--- src/rtl/if_id_stage_pkg.sv ---
// Shared CPU definitions for the fetch/decode boundary: datapath width,
// the bubble instruction encoding and the fetched pc/instruction packet.
package if_id_stage_pkg;

    localparam int unsigned CPU_XLEN = 32;
    localparam logic [CPU_XLEN-1:0] CPU_BUBBLE_INST = 32'd0;

    typedef struct packed {
        logic [CPU_XLEN-1:0] pc;
        logic [CPU_XLEN-1:0] inst;
    } fetch_pkt_t;

endpackage

--- src/rtl/if_id_skid_fifo.sv ---
// Circular skid buffer holding fetch packets that arrive while decode is stalled.
// Flush clears it in one cycle; the caller never pops when empty or pushes when full.
module if_id_skid_fifo
    import if_id_stage_pkg::*;
#(
    parameter int unsigned DEPTH = 2,
    localparam int unsigned PW = $clog2(DEPTH),
    localparam int unsigned CW = $clog2(DEPTH + 1)
) (
    input  logic          clk,
    input  logic          rst,
    input  logic          flush_i,
    input  logic          push_i,
    input  logic          pop_i,
    input  fetch_pkt_t    wdata_i,
    output fetch_pkt_t    rdata_o,
    output logic [CW-1:0] count_o
);

    fetch_pkt_t    mem_q [DEPTH];
    logic [PW-1:0] wr_ptr_q;
    logic [PW-1:0] rd_ptr_q;
    logic [CW-1:0] count_q;

    // Storage, pointers and occupancy; DEPTH is a power of two so pointers wrap naturally.
    always_ff @(posedge clk or negedge rst) begin
        if (!rst) begin
            for (int i = 0; i < DEPTH; i++) begin
                mem_q[i] <= '{pc: {CPU_XLEN{1'b0}}, inst: CPU_BUBBLE_INST};
            end
            wr_ptr_q <= {PW{1'b0}};
            rd_ptr_q <= {PW{1'b0}};
            count_q  <= {CW{1'b0}};
        end else if (flush_i) begin
            wr_ptr_q <= {PW{1'b0}};
            rd_ptr_q <= {PW{1'b0}};
            count_q  <= {CW{1'b0}};
        end else begin
            if (push_i) begin
                mem_q[wr_ptr_q] <= wdata_i;
                wr_ptr_q        <= wr_ptr_q + PW'(1'b1);
            end
            if (pop_i) begin
                rd_ptr_q <= rd_ptr_q + PW'(1'b1);
            end
            case ({push_i, pop_i})
                2'b10:   count_q <= count_q + CW'(1'b1);
                2'b01:   count_q <= count_q - CW'(1'b1);
                default: count_q <= count_q;
            endcase
        end
    end

    assign rdata_o = mem_q[rd_ptr_q];
    assign count_o = count_q;

endmodule

--- src/rtl/if_id_stage.sv ---
// IF/ID pipeline register with skid FIFO and sticky flush capture across memory waits.
// Optional macro IF_ID_PERF_CNT_EN adds bubble_cnt/flush_cnt performance counters.
module if_id_stage
    import if_id_stage_pkg::*;
#(
    parameter int unsigned       XLEN        = CPU_XLEN,
    parameter int unsigned       DEPTH       = 2,
    parameter logic [XLEN-1:0]   BUBBLE_INST = CPU_BUBBLE_INST
) (
    input  logic            clk,
    input  logic            rst,
    input  logic            fetch_valid,
    output logic            fetch_ready,
    input  logic [XLEN-1:0] pc_F,
    input  logic [XLEN-1:0] inst_F,
    input  logic            stall,
    input  logic            stall_IF,
    input  logic            next_pc_sel,
    input  logic            wfi_signal,
    input  logic            intr_ex,
    input  logic            intr_end_ex,
`ifdef IF_ID_PERF_CNT_EN
    output logic [31:0]     bubble_cnt,
    output logic [31:0]     flush_cnt,
`endif
    output logic [XLEN-1:0] pc_D,
    output logic [XLEN-1:0] inst_RegD,
    output logic            valid_D
);

    localparam int unsigned CW = $clog2(DEPTH + 1);

    logic            flush_req_s;
    logic            flush_now_s;
    logic            full_s;
    logic            empty_s;
    logic            push_s;
    logic            advance_s;
    logic            pop_s;
    logic            fifo_push_s;
    logic [CW-1:0]   count_s;
    fetch_pkt_t      head_s;
    fetch_pkt_t      in_pkt_s;

    logic            flush_pending_q, flush_pending_d;
    logic [XLEN-1:0] pc_q, pc_d;
    logic [XLEN-1:0] inst_q, inst_d;
    logic            valid_q, valid_d;

    assign flush_req_s = next_pc_sel | wfi_signal | intr_ex | intr_end_ex;
    assign flush_now_s = !stall_IF & (flush_req_s | flush_pending_q);
    assign full_s      = (count_s == CW'(DEPTH));
    assign empty_s     = (count_s == {CW{1'b0}});
    // Full blocks acceptance even when popping, keeping stall off the fetch_ready path.
    assign fetch_ready = !stall_IF & !flush_now_s & !full_s;
    assign push_s      = fetch_valid & fetch_ready;
    assign advance_s   = !stall_IF & !flush_now_s & !stall;
    assign pop_s       = advance_s & !empty_s;
    assign fifo_push_s = push_s & !(advance_s & empty_s);
    assign in_pkt_s    = '{pc: pc_F, inst: inst_F};

    if_id_skid_fifo #(
        .DEPTH (DEPTH)
    ) u_skid_fifo (
        .clk     (clk),
        .rst     (rst),
        .flush_i (flush_now_s),
        .push_i  (fifo_push_s),
        .pop_i   (pop_s),
        .wdata_i (in_pkt_s),
        .rdata_o (head_s),
        .count_o (count_s)
    );

    // Next decode register contents and sticky flush capture.
    always_comb begin
        pc_d            = pc_q;
        inst_d          = inst_q;
        valid_d         = valid_q;
        flush_pending_d = flush_pending_q;
        if (stall_IF) begin
            flush_pending_d = flush_pending_q | flush_req_s;
        end else if (flush_now_s) begin
            pc_d            = {XLEN{1'b0}};
            inst_d          = BUBBLE_INST;
            valid_d         = 1'b0;
            flush_pending_d = 1'b0;
        end else if (stall) begin
            pc_d    = pc_q;
            inst_d  = inst_q;
            valid_d = valid_q;
        end else if (!empty_s) begin
            pc_d    = head_s.pc;
            inst_d  = head_s.inst;
            valid_d = 1'b1;
        end else if (push_s) begin
            pc_d    = pc_F;
            inst_d  = inst_F;
            valid_d = 1'b1;
        end else begin
            pc_d    = {XLEN{1'b0}};
            inst_d  = BUBBLE_INST;
            valid_d = 1'b0;
        end
    end

    // Decode register and flush_pending state.
    always_ff @(posedge clk or negedge rst) begin
        if (!rst) begin
            pc_q            <= {XLEN{1'b0}};
            inst_q          <= BUBBLE_INST;
            valid_q         <= 1'b0;
            flush_pending_q <= 1'b0;
        end else begin
            pc_q            <= pc_d;
            inst_q          <= inst_d;
            valid_q         <= valid_d;
            flush_pending_q <= flush_pending_d;
        end
    end

    assign pc_D      = pc_q;
    assign inst_RegD = inst_q;
    assign valid_D   = valid_q;

`ifdef IF_ID_PERF_CNT_EN
    logic        bubble_load_s;
    logic [31:0] bubble_cnt_q;
    logic [31:0] flush_cnt_q;

    assign bubble_load_s = advance_s & empty_s & !push_s;

    // Free-running wrap-around event counters; both are idle while stall_IF holds.
    always_ff @(posedge clk or negedge rst) begin
        if (!rst) begin
            bubble_cnt_q <= 32'd0;
            flush_cnt_q  <= 32'd0;
        end else begin
            bubble_cnt_q <= bubble_cnt_q + {31'd0, bubble_load_s};
            flush_cnt_q  <= flush_cnt_q + {31'd0, flush_now_s};
        end
    end

    assign bubble_cnt = bubble_cnt_q;
    assign flush_cnt  = flush_cnt_q;
`endif

endmodule

--- config.mk ---
export PLATFORM = sky130hd
export DESIGN_NAME = if_id_stage
export DESIGN_NICKNAME = d
export VERILOG_FILES = /design/src/rtl/if_id_stage_pkg.sv /design/src/rtl/if_id_skid_fifo.sv /design/src/rtl/if_id_stage.sv
export SDC_FILE = /design/constraint.sdc
export NUM_CORES = 1
export LEC_CHECK = 0
export ABC_AREA = 1
export CORE_ASPECT_RATIO = 0.6
export CORE_MARGIN = 2
export CORE_UTILIZATION = 58
export DETAILED_ROUTE_END_ITERATION = 6
export MAX_ROUTING_LAYER = met4
export PLACE_DENSITY = 0.85
export SYNTH_ARGS = -nofsm -noshare
export SYNTH_HDL_FRONTEND = slang
export SYNTH_SLANG_ARGS = --single-unit
--- constraint.sdc ---
create_clock -name clk -period 2.9 [get_ports clk]
set_clock_uncertainty 0.05 [all_clocks]
set_input_delay 0.58 -clock clk [delete_from_list [all_inputs] [get_ports clk]]
set_output_delay 0.58 -clock clk [all_outputs]
set_load 0.02 [all_outputs]
==> results of run 1 <==
-- sequential cells by signal (all words and copies together), names as in the netlist --
signal,flops
u_skid_fifo.count_o,2
flush_pending_q,1
u_skid_fifo.mem_q,128
valid_D,1
u_skid_fifo.rd_ptr_q,1
inst_RegD,32
pc_D,32
u_skid_fifo.wr_ptr_q,1
-- critical path, cell delays in order --
cell and delay, ns:
clkdlybuf4s50_1 0.42, nor2_2 0.14, nand3_2 0.08, nor3_1 0.13, clkdlybuf4s50_1 0.62
-- power groups by stage --
stage | clock network [mW] | logic, mW | registers [mW]
finish | 2.42 | 0.482 | 2.96
detailed placement | 0 | 0.481 | 3.01
global placement | 0 | 0.466 | 3.00
global route | 2.57 | 0.542 | 2.97
floorplan | 0 | 0.232 | 2.99
CTS | 2.45 | 0.486 | 2.95
-- metrics by stage --
| stage | instances | cell area (sq um) |
|---|---|---|
| after floorplan | 905 | 8712 |
| after global placement | 1195 | 10200 |
| after detailed placement | 1195 | 10200 |
| after CTS | 1227 | 10810 |
| after global routing | 1227 | 10810 |
| final | 1227 | 10810 |
-- kinds of logic (layout without fill, tap and decap cells) --
family / Yosys count / in the layout
compound gates: 198 / 198
xor+xnor: 1 / 1
buf+inv: 139 / 263
flops: 198 / 198
mux: 46 / 46
simple gates: 323 / 323
-- routing by layer --
metal	wire length (um)	track usage [%]	vias to the layer above	part of all wire, %
met5	0	-	-	0
li1	-	-	3264	-
met1	9869	39.88	3439	46
met4	168	6.399	0	0.79
met2	10040	43.93	236	47
met3	1217	5.387	17	5.7
-- layout make-up --
type	count	area [sq um]	area share, %
Clock inverter	13	160.2	1.481
Inverter	75	281.5	2.604
Tap cell	198	247.7	2.291
Timing Repair Buffer	156	1595	14.76
Multi-Input combinational cell	568	3115	28.82
Sequential cell	198	4959	45.86
Clock buffer	19	452.9	4.189
-- worst max path at each step --
stage / startpoint / end / slack (ns) / cells after the start
final: intr_ex / fetch_ready / 0.30 / 5
after floorplan: intr_ex / fetch_ready / 0.98 / 3
after global placement: intr_ex / fetch_ready / 0.30 / 5
after global routing: intr_ex / fetch_ready / 0.21 / 5
after CTS: intr_ex / fetch_ready / 0.29 / 5
after detailed placement: stall_IF / inst_RegD[10] / 0.21 / 6
-- cells in the mapped netlist --
| cell type | instances | share of area, % |
|---|---|---|
| buf_2 | 28 | 1.6 |
| nor3_1 | 1 | 0.057 |
| nor2_4 | 1 | 0.13 |
| o21ai_2 | 9 | 0.90 |
| xor2_1 | 1 | 0.10 |
| a211o_1 | 1 | 0.10 |
| nand2_1 | 204 | 8.8 |
| dfrtp_1 | 198 | 57 |
| inv_2 | 1 | 0.043 |
| buf_4 | 2 | 0.17 |
| a21oi_1 | 1 | 0.057 |
| or2_2 | 18 | 1.3 |
| nor3_2 | 1 | 0.11 |
| clkinv_1 | 1 | 0.043 |
| nor2_2 | 3 | 0.22 |
| nand2_2 | 2 | 0.14 |
| nand3_2 | 2 | 0.23 |
| nand4_1 | 4 | 0.29 |
| a21oi_2 | 1 | 0.10 |
| nand3_1 | 83 | 4.8 |
| mux2i_1 | 46 | 5.3 |
| inv_1 | 73 | 3.1 |
| o21ai_0 | 6 | 0.34 |
| buf_6 | 16 | 2.1 |
| o21ai_1 | 116 | 6.7 |
| nor2_1 | 4 | 0.17 |
| o211ai_1 | 64 | 5.5 |
| buf_1 | 9 | 0.39 |
| clkbuf_1 | 9 | 0.39 |
==> out/results.tsv, run 1 <==
stage	metric	value	unit
pwr	P_sw	1.470	mW
sta	period utilisation layout	89.56	%
critical_path	Data arrival, critical path	1.97	ns
detailed_routing	final antenna-violating net count	0	
pwr	pwr dens	542.3	nW/um^2
critical_path	CP Max Fanout	2	
finish	Fill cells	1051	
finish	# diodes	0	
critical_path	Setup CP Type	input port to output port	
global_route	first-pass GRT wire length	34860	um
clock_tree	clk slew on worst S/H paths	0.08	ns
sta	Final min period	2.597	ns
sta	setup slack after layout	0.3027	ns
global_route	initial antenna violation count	0	
sta	RSZ-0062 raised after global routing	no	
sta	Final Max Tran Viols	0	
sta	worst-margin pin slew	0.9920	ns
finish	Synth-to-Final Area Change	24.10	%
synth	largest family of logic cells by synthesized area	simple AND/OR/NAND/NOR gates	
clock_tree	Hold-fix buffers, CTS	0	
run_status	status	finished clean	
clock_tree	clk buf depth	2	
pwr	Switching Fraction	25.06	%
floorplan	# rows	34	
placement	DP Wirelength	13100	um
detailed_routing	Routed WL	21300	um
pwr	LEAKAGE	4.884	nW
detailed_routing	DR WL/cell	17.36	um
pwr	combinational share of power	8.2	%
clock_tree	Post-CTS Setup Bufs	0	
detailed_routing	DRT iter0 DRCs	597	
clock_tree	CTS Sinks	198	
critical_path	r2r worst-path depth	3	
sta	final hold slack	0.07019	ns
synth	number of synthesized register bits	198	
critical_path	Worst EP required	2.27	ns
pwr	maximum VDD drop	0.0003352	V
sta	Final Hold Viols	0	
detailed_routing	Via Count	6956	
global_route	All-Layer GR Usage	28.49	%
synth	post-synthesis simple-gate area fraction	16.20	%
floorplan	full die area	16050	sq um
floorplan	Initial Util	59.71	%
synth	sequential element share of the synthesized area	56.87	%
finish	layout cells sized above 1	9.038	%
run	max cap viols	0	
clock_tree	cts repair resizes	0	
synth	Mean Syn Cell Area	9.627	sq um
synth	synth warn	0	
synth	adder-cell share of the synthesized area	0	%
clock_tree	CTS HTree Levels	4	
synth	post-synthesis mux area share	5.285	%
detailed_routing	vias per cell	5.669	
global_route	Congestion Overflow GR	0	
critical_path	Reg2Reg Setup Slack	0.77	ns
clock_tree	Clock Tree Root	clkbuf_16	
detailed_routing	drt first pass iters	5	
synth	library cells used by synthesis	29	
pwr	Clock power frac	41.3	%
finish	Core Util, Final	74.10	%
pwr	Sequential Power Share	50.4	%
synth	Synth Net Count	978	
finish	Layout Nets	1089	
sta	final setup fails	0	
synth	Synth Area in Compound Gates	13.69	%
placement	gpl congestion	0.7726	
pwr	total chip power	5.864	mW
global_route	largest net degree at the start of global routing	81	
sta	post-route setup TNS	0	ns
critical_path	r2r endpoint	pc_D[27]	
critical_path	Startpoint Class	input port	
synth	Post-Syn Instances	905	
synth	post-synthesis xor/xnor area fraction	0.1005	%
clock_tree	CTS tree	yes	
placement	PortBufs	138	
finish	most frequent cells in the layout	nand2_1 (204), dfrtp_1 (197), clkdlybuf4s50_1 (137)	
clock_tree	CTS Buf Count	17	
pwr	Int Pwr	4.394	mW
detailed_routing	DR DRC count	0	
sta	Worst slew margin	33.77	%
global_route	vias in the first global route	6829	
worst_hold_path	Hold WC Path Type	input port to async pin	
floorplan	Die W	162.2	um
critical_path	FF-to-FF Start	u_skid_fifo.rd_ptr_q	
clock_tree	worst-skew pair later-pin latency	0.43	ns
floorplan	Boundary Pins	139	
floorplan	core area	14590	sq um
floorplan	Die H	98.94	um
critical_path	CP endpoint kind	output port	
sta	Max Freq	0.3850	GHz
placement	post-placement setup slack	0.2081	ns
finish	most common cell after layout, fill and taps aside	nand2_1	
synth	Mapped Area	8712	sq um
(Power assumes the default switching activity.)
==> run 2, diff against run 1 <==
--- a/config.mk
+++ b/config.mk
@@ -10,6 +10,6 @@
 export CORE_MARGIN = 2
-export CORE_UTILIZATION = 58
+export CORE_UTILIZATION = 45
 export DETAILED_ROUTE_END_ITERATION = 6
 export MAX_ROUTING_LAYER = met4
-export PLACE_DENSITY = 0.85
+export PLACE_DENSITY = 0.69
 export SYNTH_ARGS = -nofsm -noshare
==> constraint.sdc (replaced) <==
create_clock -name clk -period 2.9 [get_ports clk]
set_clock_uncertainty 0.05 [all_clocks]
set_input_delay 0.29 -clock clk [delete_from_list [all_inputs] [get_ports clk]]
set_output_delay 0.29 -clock clk [all_outputs]
set_load 0.02 [all_outputs]
==> run 2 against run 1 <==
Compared with the run above: die area is 28% higher; non-clock buffer count decreased by 4; final area unchanged; routed wire length fell by 2.5%; clock power shrank 5%; final cell count grew 3.6%; maximum frequency increased by 13%; sequential share of layout area is the same; count of clock-buffer cells in the layout stayed put; combinational power fell by 1%; utilization decreased by 17 points; worst setup slack better by 0.29 ns; largest power group unchanged.
==> out/results.tsv, run 2 (synthesis gave the netlist of run 1 again) <==
stage	metric	value	unit	change
run_status	status	finished clean		
finish	Core Util, Final	56.96	%	-17 points
clock_tree	CTS Buf Count	17		unchanged
sta	Final min period	2.306	ns	-0.2911 ns
sta	Final Max Tran Viols	0		unchanged
detailed_routing	DRT iter0 DRCs	408		-32%
pwr	LEAKAGE	4.845	nW	-0.80%
detailed_routing	Routed WL	20770	um	-2.5%
sta	Final Hold Viols	0		unchanged
detailed_routing	vias per cell	5.185		-8.5%
clock_tree	CTS tree	yes		
detailed_routing	DR DRC count	0		unchanged
finish	most frequent cells in the layout	nand2_1 (204), dfrtp_1 (197), clkdlybuf4s50_1 (137)		
placement	placed cell area	10230	sq um	+0.34%
clock_tree	Clock Tree Root	clkbuf_16		
global_route	first-pass GRT wire length	34360	um	-1.4%
finish	# diodes	0		unchanged
finish	max reg flops	128		unchanged
detailed_routing	Via Count	6590		-5.3%
placement	gpl congestion	0.7670		-0.72%
global_route	vias in the first global route	6522		-4.5%
finish	top register by number of flip-flops	u_skid_fifo.mem_q		
clock_tree	worst-skew pair later-pin latency	0.42	ns	about the same
floorplan	Initial Util	45.90	%	-14 points
worst_hold_path	Hold WC Path Type	input port to register		
floorplan	Die H	111.8	um	+13%
sta	RSZ-0062 raised after global routing	no		
critical_path	CP max stage delay	0.62	ns	about the same
global_route	Congestion Overflow GR	0		unchanged
sta	worst-margin pin slew	1.103	ns	+0.1106 ns
finish	layout cells sized above 1	8.390	%	-0.65 points
global_route	All-Layer GR Usage	21.83	%	-6.7 points
critical_path	CP Max Fanout	6		+4
sta	setup slack after layout	0.5938	ns	+0.2911 ns
sta	period utilisation layout	79.52	%	-10 points
critical_path	Worst EP required	2.56	ns	+0.29 ns
clock_tree	clk slew on worst S/H paths	0.08	ns	about the same
placement	PortBufs	138		unchanged
clock_tree	clk buf depth	2		unchanged
floorplan	full die area	20530	sq um	+28%
floorplan	core area	18980	sq um	+30%
clock_tree	cts repair resizes	0		unchanged
sta	final setup fails	0		unchanged
global_route	largest net degree at the start of global routing	129		+59%
sta	Max Freq	0.4336	GHz	+13%
critical_path	slowest CP cell	clkdlybuf4s50_1		
floorplan	Die W	183.6	um	+13%
floorplan	Boundary Pins	139		unchanged
pwr	pwr dens	529.1	nW/um^2	-2.4%
critical_path	Data arrival, critical path	1.97	ns	about the same
finish	Finished Cell Area	10810	sq um	unchanged
placement	post-placement setup slack	0.4463	ns	+0.2382 ns
sta	Worst slew margin	26.39	%	-7.4 points
critical_path	Setup CP Type	register to output port		
sta	post-route setup TNS	0	ns	unchanged
clock_tree	Hold-fix buffers, CTS	1		+1
global_route	initial antenna violation count	0		unchanged
detailed_routing	drt first pass iters	4		-1
detailed_routing	DR WL/cell	16.34	um	-5.9%
floorplan	# rows	39		+15%
critical_path	sequence of cells on the critical path	nor2_2 -> nand3_2 -> nor3_1 -> clkdlybuf4s50_1		
critical_path	Startpoint Class	register		
finish	most common cell after layout, fill and taps aside	nand2_1		
placement	DP Cell Count	1238		+3.6%
pwr	maximum VDD drop	0.0003503	V	+4.5%
clock_tree	CTS Sinks	198		unchanged
run	max cap viols	0		unchanged
clock_tree	CTS HTree Levels	4		unchanged
placement	DP Wirelength	12340	um	-5.8%
clock_tree	Post-CTS Setup Bufs	0		unchanged
detailed_routing	final antenna-violating net count	0		unchanged
finish	Layout Nets	1085		-0.37%
finish	Layout Cells excl Fill	1271		+3.6%
critical_path	CP endpoint kind	output port		
finish	Synth-to-Final Area Change	24.10	%	unchanged
## run 2: changes by cell type in the layout (fill, tap and decap cells not counted)
cell,delta
dlygate4sd3_1,+1
clkinv_2,+1
clkbuf_8,-2
bufinv_16,-1
buf_4,-6
inv_6,+1
clkbuf_1,+2
clkinv_4,-1
buf_12,+1
## run 2: routing by layer
layer  vias to the layer above  global-route usage (%)  share of wire [%]
li1                       3248                       -                  -
met1                      3138                   32.15                 50
met2                       188                   31.65                 44
met3                        16                   3.729                5.2
met4                         0                   4.960               0.84
met5                         -                       -                  0
## run 2: report_power, final
part	leakage, nW	switching [mW]	internal [mW]
Combinational	1.84	0.253	0.224
Clock	0.280	1.14	1.15
Sequential	2.72	0.0641	2.89
Total	4.84	1.46	4.26
## run 2: final cells by class
class                      count  area (sq um)
clock buffer                  19         432.9
clock inverter                13         135.1
fill                        1644          8170
inverter                      75         281.5
multi-input combinational    568          3115
sequential                   198          4959
tap                          246         307.8
timing repair buffer         152          1580
## run 2: path summary, 6_finish.rpt
| kind | startpoint | end | slack, ns | cells past startpoint |
|---|---|---|---|---|
| max | flush_pending_q | fetch_ready | 0.59 | 4 |
| min | inst_F[8] | u_skid_fifo.mem_q[72] | 0.40 | 3 |
| max reg2reg | flush_pending_q | u_skid_fifo.mem_q[34] | 0.91 | 8 |
| min reg2reg | u_skid_fifo.mem_q[120] | u_skid_fifo.mem_q[120] | 0.42 | 2 |
| max in group asynchronous | rst | u_skid_fifo.mem_q[75] | 1.49 | 3 |
| min in group asynchronous | rst | inst_RegD[21] | 0.43 | 2 |
## run 2: critical path: cells and delay by family (launching register included)
kind                   cells  cell delay, ns
buffers and inverters      1            0.62
AND/OR/NAND/NOR            3            0.52
flip-flops                 1            0.39
## run 2: through the flow
step / power, mW / hold slack, ns
2_1_floorplan: 3.224 / -0.05559
3_3_place_gp: 3.470 / 0.3908
3_5_place_dp: 3.483 / 0.4013
4_1_cts: 5.775 / 0.3922
5_1_grt: 5.962 / 0.4093
6_report: 5.720 / 0.3965
==> run 3, diff against run 2 <==
- PLACE_DENSITY: 0.69 -> 0.72
- clock period: 2.9 -> 2.1 ns (I/O delays scaled with it)
==> run 3 against run 2 <==
Compared with the run above: utilization increased by 1.4 points; register-to-register slack lost 0.62 ns; critical path depth stayed put; die area did not move.
==> out/results.tsv, run 3 (synthesis gave the netlist of run 1 again) <==
stage	metric	value	unit	change
finish	most common cell after layout, fill and taps aside	nand2_1		
critical_path	crit path from	flush_pending_q		
clock_tree	CTS tree	yes		
floorplan	full die area	20530	sq um	unchanged
critical_path	CP endpoint kind	output port		
pwr	maximum VDD drop	0.0005538	V	+58%
worst_hold_path	Hold WC Path Type	input port to async pin		
placement	DP Wirelength	13120	um	+6.3%
sta	Final Hold Viols	0		unchanged
floorplan	# rows	39		unchanged
finish	Multi-input gate area	3115	sq um	unchanged
global_route	first-pass GRT wire length	35060	um	+2.0%
pwr	LEAKAGE	4.985	nW	+2.9%
detailed_routing	DR DRC count	0		unchanged
finish	Synth-to-Final Area Change	27.14	%	
sta	Final Max Tran Viols	0		unchanged
finish	most frequent cells in the layout	nand2_1 (204), dfrtp_1 (197), clkdlybuf4s50_1 (136)		
finish	max reg flops	128		unchanged
placement	DP Cell Count	1252		+1.1%
finish	# diodes	0		unchanged
critical_path	Reg2Reg Setup Slack	0.29	ns	-0.62 ns
clock_tree	clk buf depth	2		unchanged
floorplan	core area	18980	sq um	unchanged
critical_path	r2r endpoint	u_skid_fifo.mem_q[119]		
detailed_routing	final antenna-violating net count	0		unchanged
global_route	initial antenna violation count	0		unchanged
sta	Final min period	1.858	ns	
global_route	largest net degree at the start of global routing	76		-41%
finish	Layout Cells excl Fill	1285		+1.1%
pwr	pwr dens	752.4	nW/um^2	+42%
finish	Fill cells	1607		-2.3%
sta	final setup fails	0		unchanged
sta	Max Freq	0.5383	GHz	
critical_path	Setup CP Type	register to output port		
detailed_routing	Routed WL	21150	um	+1.8%
clock_tree	clk slew on worst S/H paths	0.07	ns	about the same
critical_path	CP endpoint	fetch_ready		
critical_path	Startpoint Class	register		
clock_tree	Clock Tree Root	clkbuf_16		
finish	FF/Latch Area	4959	sq um	unchanged
clock_tree	CTS Sinks	198		unchanged
sta	post-route setup TNS	0	ns	unchanged
detailed_routing	DRT iter0 DRCs	612		+50%
finish	top register by number of flip-flops	u_skid_fifo.mem_q		
detailed_routing	vias per cell	5.287		+2.0%
detailed_routing	DR WL/cell	16.46	um	+0.71%
finish	Layout Nets	1099		+1.3%
finish	layout cells sized above 1	9.528	%	+1.1 points
placement	gpl congestion	0.7715		+0.59%
placement	PortBufs	138		unchanged
critical_path	CP Max Fanout	5		-1
critical_path	Data arrival, critical path	1.60	ns	-0.37 ns
sta	RSZ-0062 raised after global routing	no		
floorplan	Die H	111.8	um	unchanged
global_route	Congestion Overflow GR	0		unchanged
critical_path	r2r worst-path depth	9		+1
detailed_routing	Via Count	6794		+3.1%
clock_tree	CTS Buf Count	17		unchanged
sta	worst-margin pin slew	0.4045	ns	-0.6981 ns
run_status	status	finished clean		
global_route	All-Layer GR Usage	22.28	%	+0.45 points
run	max cap viols	0		unchanged
clock_tree	worst-skew pair later-pin latency	0.43	ns	about the same
sta	Worst slew margin	73.03	%	+47 points
global_route	vias in the first global route	6686		+2.5%
clock_tree	CTS HTree Levels	4		unchanged
sta	period utilisation layout	88.47	%	
critical_path	Worst EP required	1.84	ns	-0.72 ns
critical_path	FF-to-FF Start	flush_pending_q		
floorplan	Boundary Pins	139		unchanged
floorplan	Initial Util	45.90	%	unchanged
detailed_routing	drt first pass iters	5		+1
floorplan	Die W	183.6	um	unchanged
run 3: how the worst min path moves through the flow:
stage | slack (ns) | to | start
2_1_floorplan | -0.14 | flush_pending_q | rst
3_3_place_gp | 0.12 | inst_RegD[21] | rst
3_5_place_dp | 0.12 | inst_RegD[21] | rst
4_1_cts | 0.22 | inst_RegD[21] | rst
5_1_grt | 0.24 | inst_RegD[21] | rst
6_report | 0.22 | inst_RegD[21] | rst
run 3: routing by layer:
layer  GRT usage (%)  vias up  share of wire [%]
li1                -     3279                  -
met1           33.53     3323                 51
met2           31.75      183                 43
met3           4.122        9                5.3
met4           4.000        0               0.56
met5               -        -                  0
run 3: what timing repair did:
| item | in CTS | in global routing |
|---|---|---|
| gates resized for setup | 1 | 0 |
| endpoints found under the hold margin | 42 | 0 |
| endpoints found under the setup margin | 1 | 0 |
| setup buffers | 0 | 0 |
| hold buffers | 1 | 0 |
run 3: per-stage QoR:
stage	setup slack, ns	area (sq um)	utilization [%]	hold WS, ns	power, mW
2_1_floorplan	0.4771	8712	-	-0.1356	4.453
3_3_place_gp	0.08730	10430	54.93	0.1228	4.807
3_5_place_dp	0.04148	10430	54.93	0.1223	4.819
4_1_cts	0.2043	11080	58.35	0.2245	8.384
5_1_grt	0.1537	11080	58.35	0.2358	8.658
6_report	0.2422	11080	58.35	0.2215	8.335
run 3: layout make-up:
| cell class | count | area share [%] |
|---|---|---|
| timing repair buffer | 166 | 15.99 |
| inverter | 75 | 2.542 |
| clock inverter | 9 | 1.480 |
| multi-input combinational | 568 | 28.13 |
| sequential | 198 | 44.76 |
| clock buffer | 23 | 4.315 |
| tap | 246 | 2.779 |
run 3: critical path, cell delays in order, from the launching register on:
cell           delay, ns
dfrtp_1             0.38
nor2_2              0.13
nand3_2             0.16
nor3_1              0.15
dlygate4sd2_1       0.35
run 3: power breakdown:
part | total, mW | switching [mW] | internal, mW
Combinational | 0.671 | 0.350 | 0.320
Sequential | 4.08 | 0.0909 | 3.99
Clock | 3.59 | 1.47 | 2.11
